## config.mk

```make
export PLATFORM = sky130hd
export DESIGN_NAME = mips_mc_core
export DESIGN_NICKNAME = d
export VERILOG_FILES = /design/src/rtl/mips_pkg.sv /design/src/rtl/mips_alu.sv /design/src/rtl/mips_mc_core.sv
export SDC_FILE = /design/constraint.sdc
export NUM_CORES = 2
export LEC_CHECK = 0
export ABC_CLOCK_PERIOD_IN_PS = 6150
export CAP_MARGIN = 25
export CORE_MARGIN = 3
export CORE_UTILIZATION = 55
export CTS_BUF_LIST = sky130_fd_sc_hd__clkbuf_8
export CTS_CLUSTER_SIZE = 10
export DETAILED_ROUTE_END_ITERATION = 7
export HOLD_SLACK_MARGIN = 0.08
export PLACE_DENSITY = 0.77
export SYNTH_ARGS = -nofsm -noshare
export SYNTH_HDL_FRONTEND = slang
export SYNTH_HIERARCHICAL = 1
export SYNTH_SLANG_ARGS = --single-unit
```

## constraint.sdc

```tcl
create_clock -name clk -period 6.15 [get_ports clk]
set_input_delay 0.615 -clock clk [delete_from_list [all_inputs] [get_ports clk]]
set_output_delay 0.615 -clock clk [all_outputs]
set_load 0.02 [all_outputs]
```

## src/rtl/mips_pkg.sv

```systemverilog
// Shared definitions for the multicycle MIPS core.
// Opcode/funct values, FSM state encoding, ALU op encoding, sign-extend helper.
package mips_pkg;

  localparam logic [5:0] OP_R    = 6'h00;
  localparam logic [5:0] OP_J    = 6'h02;
  localparam logic [5:0] OP_BEQ  = 6'h04;
  localparam logic [5:0] OP_ADDI = 6'h08;
  localparam logic [5:0] OP_LW   = 6'h23;
  localparam logic [5:0] OP_SW   = 6'h2B;

  localparam logic [5:0] FN_ADD = 6'h20;
  localparam logic [5:0] FN_SUB = 6'h22;
  localparam logic [5:0] FN_AND = 6'h24;
  localparam logic [5:0] FN_OR  = 6'h25;
  localparam logic [5:0] FN_SLT = 6'h2A;

  typedef enum logic [2:0] {
    S_FETCH,
    S_DECODE,
    S_EXEC,
    S_MEM,
    S_WB,
    S_TRAP
  } state_e;

  typedef enum logic [2:0] {
    ALU_ADD,
    ALU_SUB,
    ALU_AND,
    ALU_OR,
    ALU_SLT
  } alu_op_e;

  function automatic logic [31:0] sext16(
    input logic [15:0] v
  );
    return {{16{v[15]}}, v};
  endfunction

endpackage

```

## src/rtl/mips_alu.sv

```systemverilog
// Combinational ALU: add, sub, and, or, signed slt; 32-bit wrap.
// Ports: i_op (alu_op_e), i_a, i_b -> o_y, o_zero (o_y == 0).
module mips_alu
  import mips_pkg::*;
(
  input  alu_op_e     i_op,
  input  logic [31:0] i_a,
  input  logic [31:0] i_b,
  output logic [31:0] o_y,
  output logic        o_zero
);

  always_comb begin
    o_y = 32'h0;
    unique case (i_op)
      ALU_ADD: o_y = i_a + i_b;
      ALU_SUB: o_y = i_a - i_b;
      ALU_AND: o_y = i_a & i_b;
      ALU_OR:  o_y = i_a | i_b;
      ALU_SLT: o_y = {31'h0, $signed(i_a) < $signed(i_b)};
      default: o_y = 32'h0;
    endcase
  end

  assign o_zero = (o_y == 32'h0);

endmodule

```

## src/rtl/mips_mc_core.sv

```systemverilog
// Multicycle MIPS core, one shared req/ready memory port, FSM sequenced.
// Ports: clk, reset (sync, high); mem_req/we/addr/wdata out, mem_rdata/ready in;
// pc, trap out; cyc_cnt/ret_cnt only when MIPS_MC_PERF_EN is defined.
module mips_mc_core
  import mips_pkg::*;
#(
  parameter logic [31:0] RESET_PC = 32'h0000_0000,
  parameter int          PERF_W   = 32
) (
  input  logic              clk,
  input  logic              reset,
  output logic              mem_req,
  output logic              mem_we,
  output logic [31:0]       mem_addr,
  output logic [31:0]       mem_wdata,
  input  logic [31:0]       mem_rdata,
  input  logic              mem_ready,
  output logic [31:0]       pc,
  output logic              trap
`ifdef MIPS_MC_PERF_EN
  ,
  output logic [PERF_W-1:0] cyc_cnt,
  output logic [PERF_W-1:0] ret_cnt
`endif
);

  if (PERF_W < 1) begin : g_bad_perf_w
    $error("PERF_W must be at least 1");
  end

  state_e      r_state;
  state_e      w_nxt;
  logic [31:0] r_pc;
  logic [31:0] r_ipc;
  logic [31:0] r_ir;
  logic [31:0] r_a;
  logic [31:0] r_b;
  logic [31:0] r_tgt;
  logic [31:0] r_alu;
  logic [31:0] r_mdr;
  logic        r_req;
  logic        r_we;
  logic [31:0] r_addr;
  logic [31:0] r_wdata;
  logic        r_trap;
  logic [31:0] r_rf [32];

  logic [5:0]  w_op;
  logic [5:0]  w_fn;
  logic [4:0]  w_rs;
  logic [4:0]  w_rt;
  logic [4:0]  w_rd;
  logic [31:0] w_imm;
  logic        w_is_r;
  logic        w_is_addi;
  logic        w_is_lw;
  logic        w_is_sw;
  logic        w_is_beq;
  logic        w_is_j;
  logic        w_fn_ok;
  logic        w_legal;
  alu_op_e     w_alu_op;
  logic [31:0] w_alu_b;
  logic [31:0] w_y;
  logic        w_zero;
  logic [31:0] w_ra;
  logic [31:0] w_rb;
  logic [31:0] w_pc_ex;
  logic [4:0]  w_wb_dst;
  logic [31:0] w_wb_val;

  assign w_op  = r_ir[31:26];
  assign w_rs  = r_ir[25:21];
  assign w_rt  = r_ir[20:16];
  assign w_rd  = r_ir[15:11];
  assign w_fn  = r_ir[5:0];
  assign w_imm = sext16(r_ir[15:0]);

  assign w_is_r    = (w_op == OP_R);
  assign w_is_addi = (w_op == OP_ADDI);
  assign w_is_lw   = (w_op == OP_LW);
  assign w_is_sw   = (w_op == OP_SW);
  assign w_is_beq  = (w_op == OP_BEQ);
  assign w_is_j    = (w_op == OP_J);

  assign w_fn_ok = (w_fn == FN_ADD) || (w_fn == FN_SUB)
                || (w_fn == FN_AND) || (w_fn == FN_OR)
                || (w_fn == FN_SLT);

  assign w_legal = (w_is_r && w_fn_ok) || w_is_addi
                || w_is_lw || w_is_sw || w_is_beq || w_is_j;

  always_comb begin
    w_alu_op = ALU_ADD;
    unique case (1'b1)
      w_is_r && (w_fn == FN_SUB): w_alu_op = ALU_SUB;
      w_is_r && (w_fn == FN_AND): w_alu_op = ALU_AND;
      w_is_r && (w_fn == FN_OR):  w_alu_op = ALU_OR;
      w_is_r && (w_fn == FN_SLT): w_alu_op = ALU_SLT;
      w_is_beq:                   w_alu_op = ALU_SUB;
      default:                    w_alu_op = ALU_ADD;
    endcase
  end

  assign w_alu_b = (w_is_r || w_is_beq) ? r_b : w_imm;

  mips_alu u_alu (
    .i_op   (w_alu_op),
    .i_a    (r_a),
    .i_b    (w_alu_b),
    .o_y    (w_y),
    .o_zero (w_zero)
  );

  assign w_ra = (w_rs == 5'd0) ? 32'h0 : r_rf[w_rs];
  assign w_rb = (w_rt == 5'd0) ? 32'h0 : r_rf[w_rt];

  // r_pc already points past the instruction here
  assign w_pc_ex = (w_is_beq && w_zero) ? r_tgt
                 : w_is_j ? {r_pc[31:28], r_ir[25:0], 2'b00}
                 : r_pc;

  assign w_wb_dst = w_is_r ? w_rd : w_rt;
  assign w_wb_val = w_is_lw ? r_mdr : r_alu;

  always_comb begin
    w_nxt = r_state;
    unique case (r_state)
      S_FETCH: begin
        if (r_req && mem_ready) w_nxt = S_DECODE;
      end
      S_DECODE: w_nxt = w_legal ? S_EXEC : S_TRAP;
      S_EXEC: begin
        if (w_is_lw || w_is_sw)
          w_nxt = (w_y[1:0] != 2'b00) ? S_TRAP : S_MEM;
        else if (w_is_beq || w_is_j)
          w_nxt = S_FETCH;
        else
          w_nxt = S_WB;
      end
      S_MEM: begin
        if (mem_ready) w_nxt = w_is_lw ? S_WB : S_FETCH;
      end
      S_WB:    w_nxt = S_FETCH;
      S_TRAP:  w_nxt = S_TRAP;
      default: w_nxt = S_FETCH;
    endcase
  end

  always_ff @(posedge clk) begin
    if (reset) r_state <= S_FETCH;
    else       r_state <= w_nxt;
  end

  // Bus outputs are registered; every transition into FETCH or MEM
  // launches the next request so zero-wait transfers cost no bubble.
  always_ff @(posedge clk) begin
    if (reset) begin
      r_pc    <= RESET_PC;
      r_ipc   <= RESET_PC;
      r_ir    <= 32'h0;
      r_a     <= 32'h0;
      r_b     <= 32'h0;
      r_tgt   <= 32'h0;
      r_alu   <= 32'h0;
      r_mdr   <= 32'h0;
      r_req   <= 1'b0;
      r_we    <= 1'b0;
      r_addr  <= 32'h0;
      r_wdata <= 32'h0;
      r_trap  <= 1'b0;
      for (int i = 0; i < 32; i++) r_rf[i] <= 32'h0;
    end else begin
      unique case (r_state)
        S_FETCH: begin
          if (!r_req) begin
            r_req  <= 1'b1;
            r_we   <= 1'b0;
            r_addr <= r_pc;
          end else if (mem_ready) begin
            r_req <= 1'b0;
            r_ir  <= mem_rdata;
            r_ipc <= r_pc;
            r_pc  <= r_pc + 32'd4;
          end
        end
        S_DECODE: begin
          r_a   <= w_ra;
          r_b   <= w_rb;
          r_tgt <= r_pc + (w_imm << 2);
          if (!w_legal) begin
            r_pc   <= r_ipc;
            r_trap <= 1'b1;
          end
        end
        S_EXEC: begin
          r_alu <= w_y;
          r_pc  <= w_pc_ex;
          if (w_nxt == S_MEM) begin
            r_req   <= 1'b1;
            r_we    <= w_is_sw;
            r_addr  <= w_y;
            r_wdata <= r_b;
          end else if (w_nxt == S_TRAP) begin
            r_pc   <= r_ipc;
            r_trap <= 1'b1;
          end else if (w_nxt == S_FETCH) begin
            r_req  <= 1'b1;
            r_we   <= 1'b0;
            r_addr <= w_pc_ex;
          end
        end
        S_MEM: begin
          if (mem_ready) begin
            r_req <= 1'b0;
            r_we  <= 1'b0;
            r_mdr <= mem_rdata;
            if (w_nxt == S_FETCH) begin
              r_req  <= 1'b1;
              r_addr <= r_pc;
            end
          end
        end
        S_WB: begin
          if (w_wb_dst != 5'd0) r_rf[w_wb_dst] <= w_wb_val;
          r_req  <= 1'b1;
          r_we   <= 1'b0;
          r_addr <= r_pc;
        end
        S_TRAP: begin
          r_req <= 1'b0;
        end
        default: begin
          r_req <= 1'b0;
        end
      endcase
    end
  end

  assign mem_req   = r_req;
  assign mem_we    = r_we;
  assign mem_addr  = r_addr;
  assign mem_wdata = r_wdata;
  assign pc        = r_pc;
  assign trap      = r_trap;

`ifdef MIPS_MC_PERF_EN
  logic              w_retire;
  logic [PERF_W-1:0] r_cyc;
  logic [PERF_W-1:0] r_ret;

  assign w_retire = ((r_state == S_EXEC) && (w_is_beq || w_is_j))
                 || ((r_state == S_MEM) && mem_ready && w_is_sw)
                 || (r_state == S_WB);

  always_ff @(posedge clk) begin
    if (reset) begin
      r_cyc <= '0;
      r_ret <= '0;
    end else begin
      r_cyc <= r_cyc + PERF_W'(1);
      if (w_retire) r_ret <= r_ret + PERF_W'(1);
    end
  end

  assign cyc_cnt = r_cyc;
  assign ret_cnt = r_ret;
`endif

endmodule
```

==> summary.txt <==
RSZ-0062 raised after global routing: yes
Failing checks: setup timing
Status: finished with violations
Reg2reg end: pc[29]
Placement Rows: 132
Die height: 370 um
Crit Path Category: flip-flop to flip-flop
Total wire length: 256,000 um
Synth cell types: 97
Sequential element share of the synthesized area: 51.5%
Area delta synth->final: 13.1%
Post-Syn Area: 72,700 sq um
Final Hold Vio Count: 0
Clk sinks: 1,360
Fillers: 9,765
Total power: 21.4 mW
Final worst path period share: 102%
GR Overflow Total: 0
Pre-CTS setup slack: 43.6 ps
HP Class: input pin to flip-flop
Number of buffers created by CTS: 216
Async set-reset flop share out of synthesis: 0%
Nets: 6,367
Clock root cell: clkbuf_8
HPWL after DPL: 159,000 um
Initial antenna violation count: 7
Die area: 137,000 sq um
Max VDD drop: 0.215 mV
Hold path start: reset
Clock transition at path regs: 70 ps
Vias in the first global route: 54,300
Avg Vias per Cell: 6.97
Longest Clk Path Bufs: 3
DR vias: 56,500
Post-synth EDFFs: 1,024
Core box area: 130,000 sq um
Register bit total from synthesis: 1,360
Worst Hold Endpoint: r_state[0]
Fmax: 0.159 GHz
Clk_skew: 61.3 ps
Number of buffers added on ports: 133
Reg2Reg Depth: 24
WP data arrival: 7070 ps
DR DRC count: 0
Hold Path Depth: 2
Synth Flop Type: edfxtp_1
Final critical-path required period: 6270 ps
Worst-Margin Slew: 1170 ps
WP data required: 6950 ps
P_leak: 27.2 nW
Critical Path Start Type: flip-flop
Hold_buf cts: 0
CTS tree: yes
Final setup violation count: 10
Crit-path max FO: 7
GRT Overall Usage: 36.7%
Starting Density: 55.7%
Layout cells sized above 1: 23.1%
Cells after Synth: 6,092
Pre-antenna DRT Iters: 6
IO Pins: 134
RePlAce Congestion: 1.00
Reg2reg start: r_ir[31]
Slew headroom: 22.3%
Avg WL per Cell: 31.6 um
Final worst slack: -125 ps
First-pass GRT wire length: 365,000 um
Die width: 370 um
Warnings, synthesis: 6
Avg Cell Area, Syn: 11.9 sq um
Clock latency at the later pin of the worst-skew pair: 970 ps
Final Max Slew Viols: 0
DR iter-0 viols: 9,442
Critical Path End Type: flip-flop
Number of max-cap violations: 0
Pin count of the biggest net entering global routing: 131
Worst R2R Setup Slack: -120 ps
Antenna viol nets, final: 0
Htree depth: 4
Power per cell area: 260 nW/um^2
Fin Setup TNS: -336 ps
[cells in the final DEF, fill, tap and decap left out, drive strengths merged, types with 16 or more instances in the layout]
cell / instances
o21ai: 91
a221oi: 19
xor2: 21
ha: 135
clkdlybuf4s50: 132
and3: 21
nand4: 27
nor2: 1318
buf: 281
nand2b: 79
a21o: 43
inv: 204
mux2: 16
o22ai: 45
a211oi: 37
xnor2: 36
o211ai: 23
nand3: 53
nor3: 49
dfxtp: 336
conb: 32
a21oi: 463
a31oi: 25
mux4: 640
mux2i: 142
clkbuf: 238
nand2: 545
clkinv: 51
edfxtp: 1024
[synthesized netlist by cell type, types with 44 or more instances]
cell type,count,area share (%)
edfxtp_1,1024,42
nand3_1,52,0.36
mux4_2,640,20
nand2b_1,79,0.68
mux2i_1,142,2.0
nor2_1,1317,6.8
nand2_1,544,2.8
o22ai_1,44,0.38
clkbuf_1,439,2.3
o21ai_0,84,0.58
a21oi_1,462,3.2
ha_1,135,2.3
buf_1,83,0.43
dfxtp_1,336,9.2
nor3_1,47,0.32
inv_1,105,0.54
[sequential cells by signal, indices dropped and copies added (netlist names), named ones only]
register and cells:
r_rf 1024, mem_addr 32, mem_wdata 32, pc 32
r_a 32, r_alu 32, r_b 32, r_ipc 32
r_ir 32, r_mdr 32, r_tgt 32, r_state 3
mem_req 1, mem_we 1, trap 1
[report_power, final]
group	switching [mW]	internal, mW	leakage [nW]
Sequential	0.348	10.2	13.3
Combinational	2.10	1.49	11.6
Clock	3.77	3.55	2.36
Total	6.23	15.2	27.2
[repair_timing]
item                                    in CTS  in global routing
endpoints found under the setup margin       0                 64
setup buffers                                0                 16
gates resized for setup                      0                184
[critical path, stage by stage (launching register included)]
cell and delay [ps]:
dfxtp_2 320, or4_4 560, nor2_4 200, buf_12 140, mux2_4 320, ha_4 170, fa_2 390, a211oi_4 310
o21ai_2 110, and2_1 170, or3_1 320, a31oi_2 160, nand4b_1 220, a2111oi_2 390, nand4b_1 230, a2111oi_2 340
and4bb_1 270, and4b_1 230, nand4b_1 130, buf_6 180, buf_12 140, buf_12 150, mux2_2 290, a222oi_1 310
nor3_1 70
[worst max path at each step]
stage             start  endpoint  cells after the start  slack, ps
2_1_floorplan  r_ir[26]    pc[29]                     24        200
3_3_place_gp   r_ir[26]    pc[20]                     23        120
3_5_place_dp   r_ir[26]    pc[24]                     23         40
4_1_cts        r_ir[26]    pc[24]                     23         20
5_1_grt        r_ir[31]    pc[29]                     24       -280
6_report       r_ir[31]    pc[29]                     24       -120
[metrics by stage]
step / hold slack (ps) / util, % / instances / instance area, sq um
floorplan: 432 / - / 6123 / 72900
global placement: 442 / 58.8 / 7667 / 76700
detailed placement: 444 / 59.2 / 7687 / 77200
CTS: 148 / 62.2 / 8071 / 81200
global route: 185 / 63.1 / 8103 / 82300
finish: 175 / 63.1 / 8106 / 82300
[cell type report]
type / count / area, sq um / share of cell area, %
repair buffers: 418 / 4200 / 5.11
diodes: 4 / 10.0 / 0.0122
inverters: 107 / 402 / 0.488
clock inverters: 151 / 773 / 0.940
clock buffers: 233 / 3210 / 3.90
multi-input cells: 4091 / 34000 / 41.3
well taps: 1742 / 2180 / 2.65
flip-flops and latches: 1360 / 37500 / 45.6
[cell families (layout without fill, tap and decap cells)]
kind of cell,Yosys count,count (layout),synth area share [%]
AO/OA/AOI/OAI,869,869,7.26
XOR/XNOR,57,57,0.686
adder cells (fa/ha/maj),138,138,2.40
buffers and inverters,672,909,3.59
flip-flops,1360,1360,51.5
multiplexers,798,798,22.0
other,1,36,0.00516
AND/OR/NAND/NOR,2197,2197,12.5
[routing by layer]
metal	part of all wire, %	track usage [%]
met5	0.039	0.819
met1	34	47.0
met4	6.9	21.4
met3	15	11.8
met2	45	55.1
No activity file was read; power rests on OpenSTA's default activity.
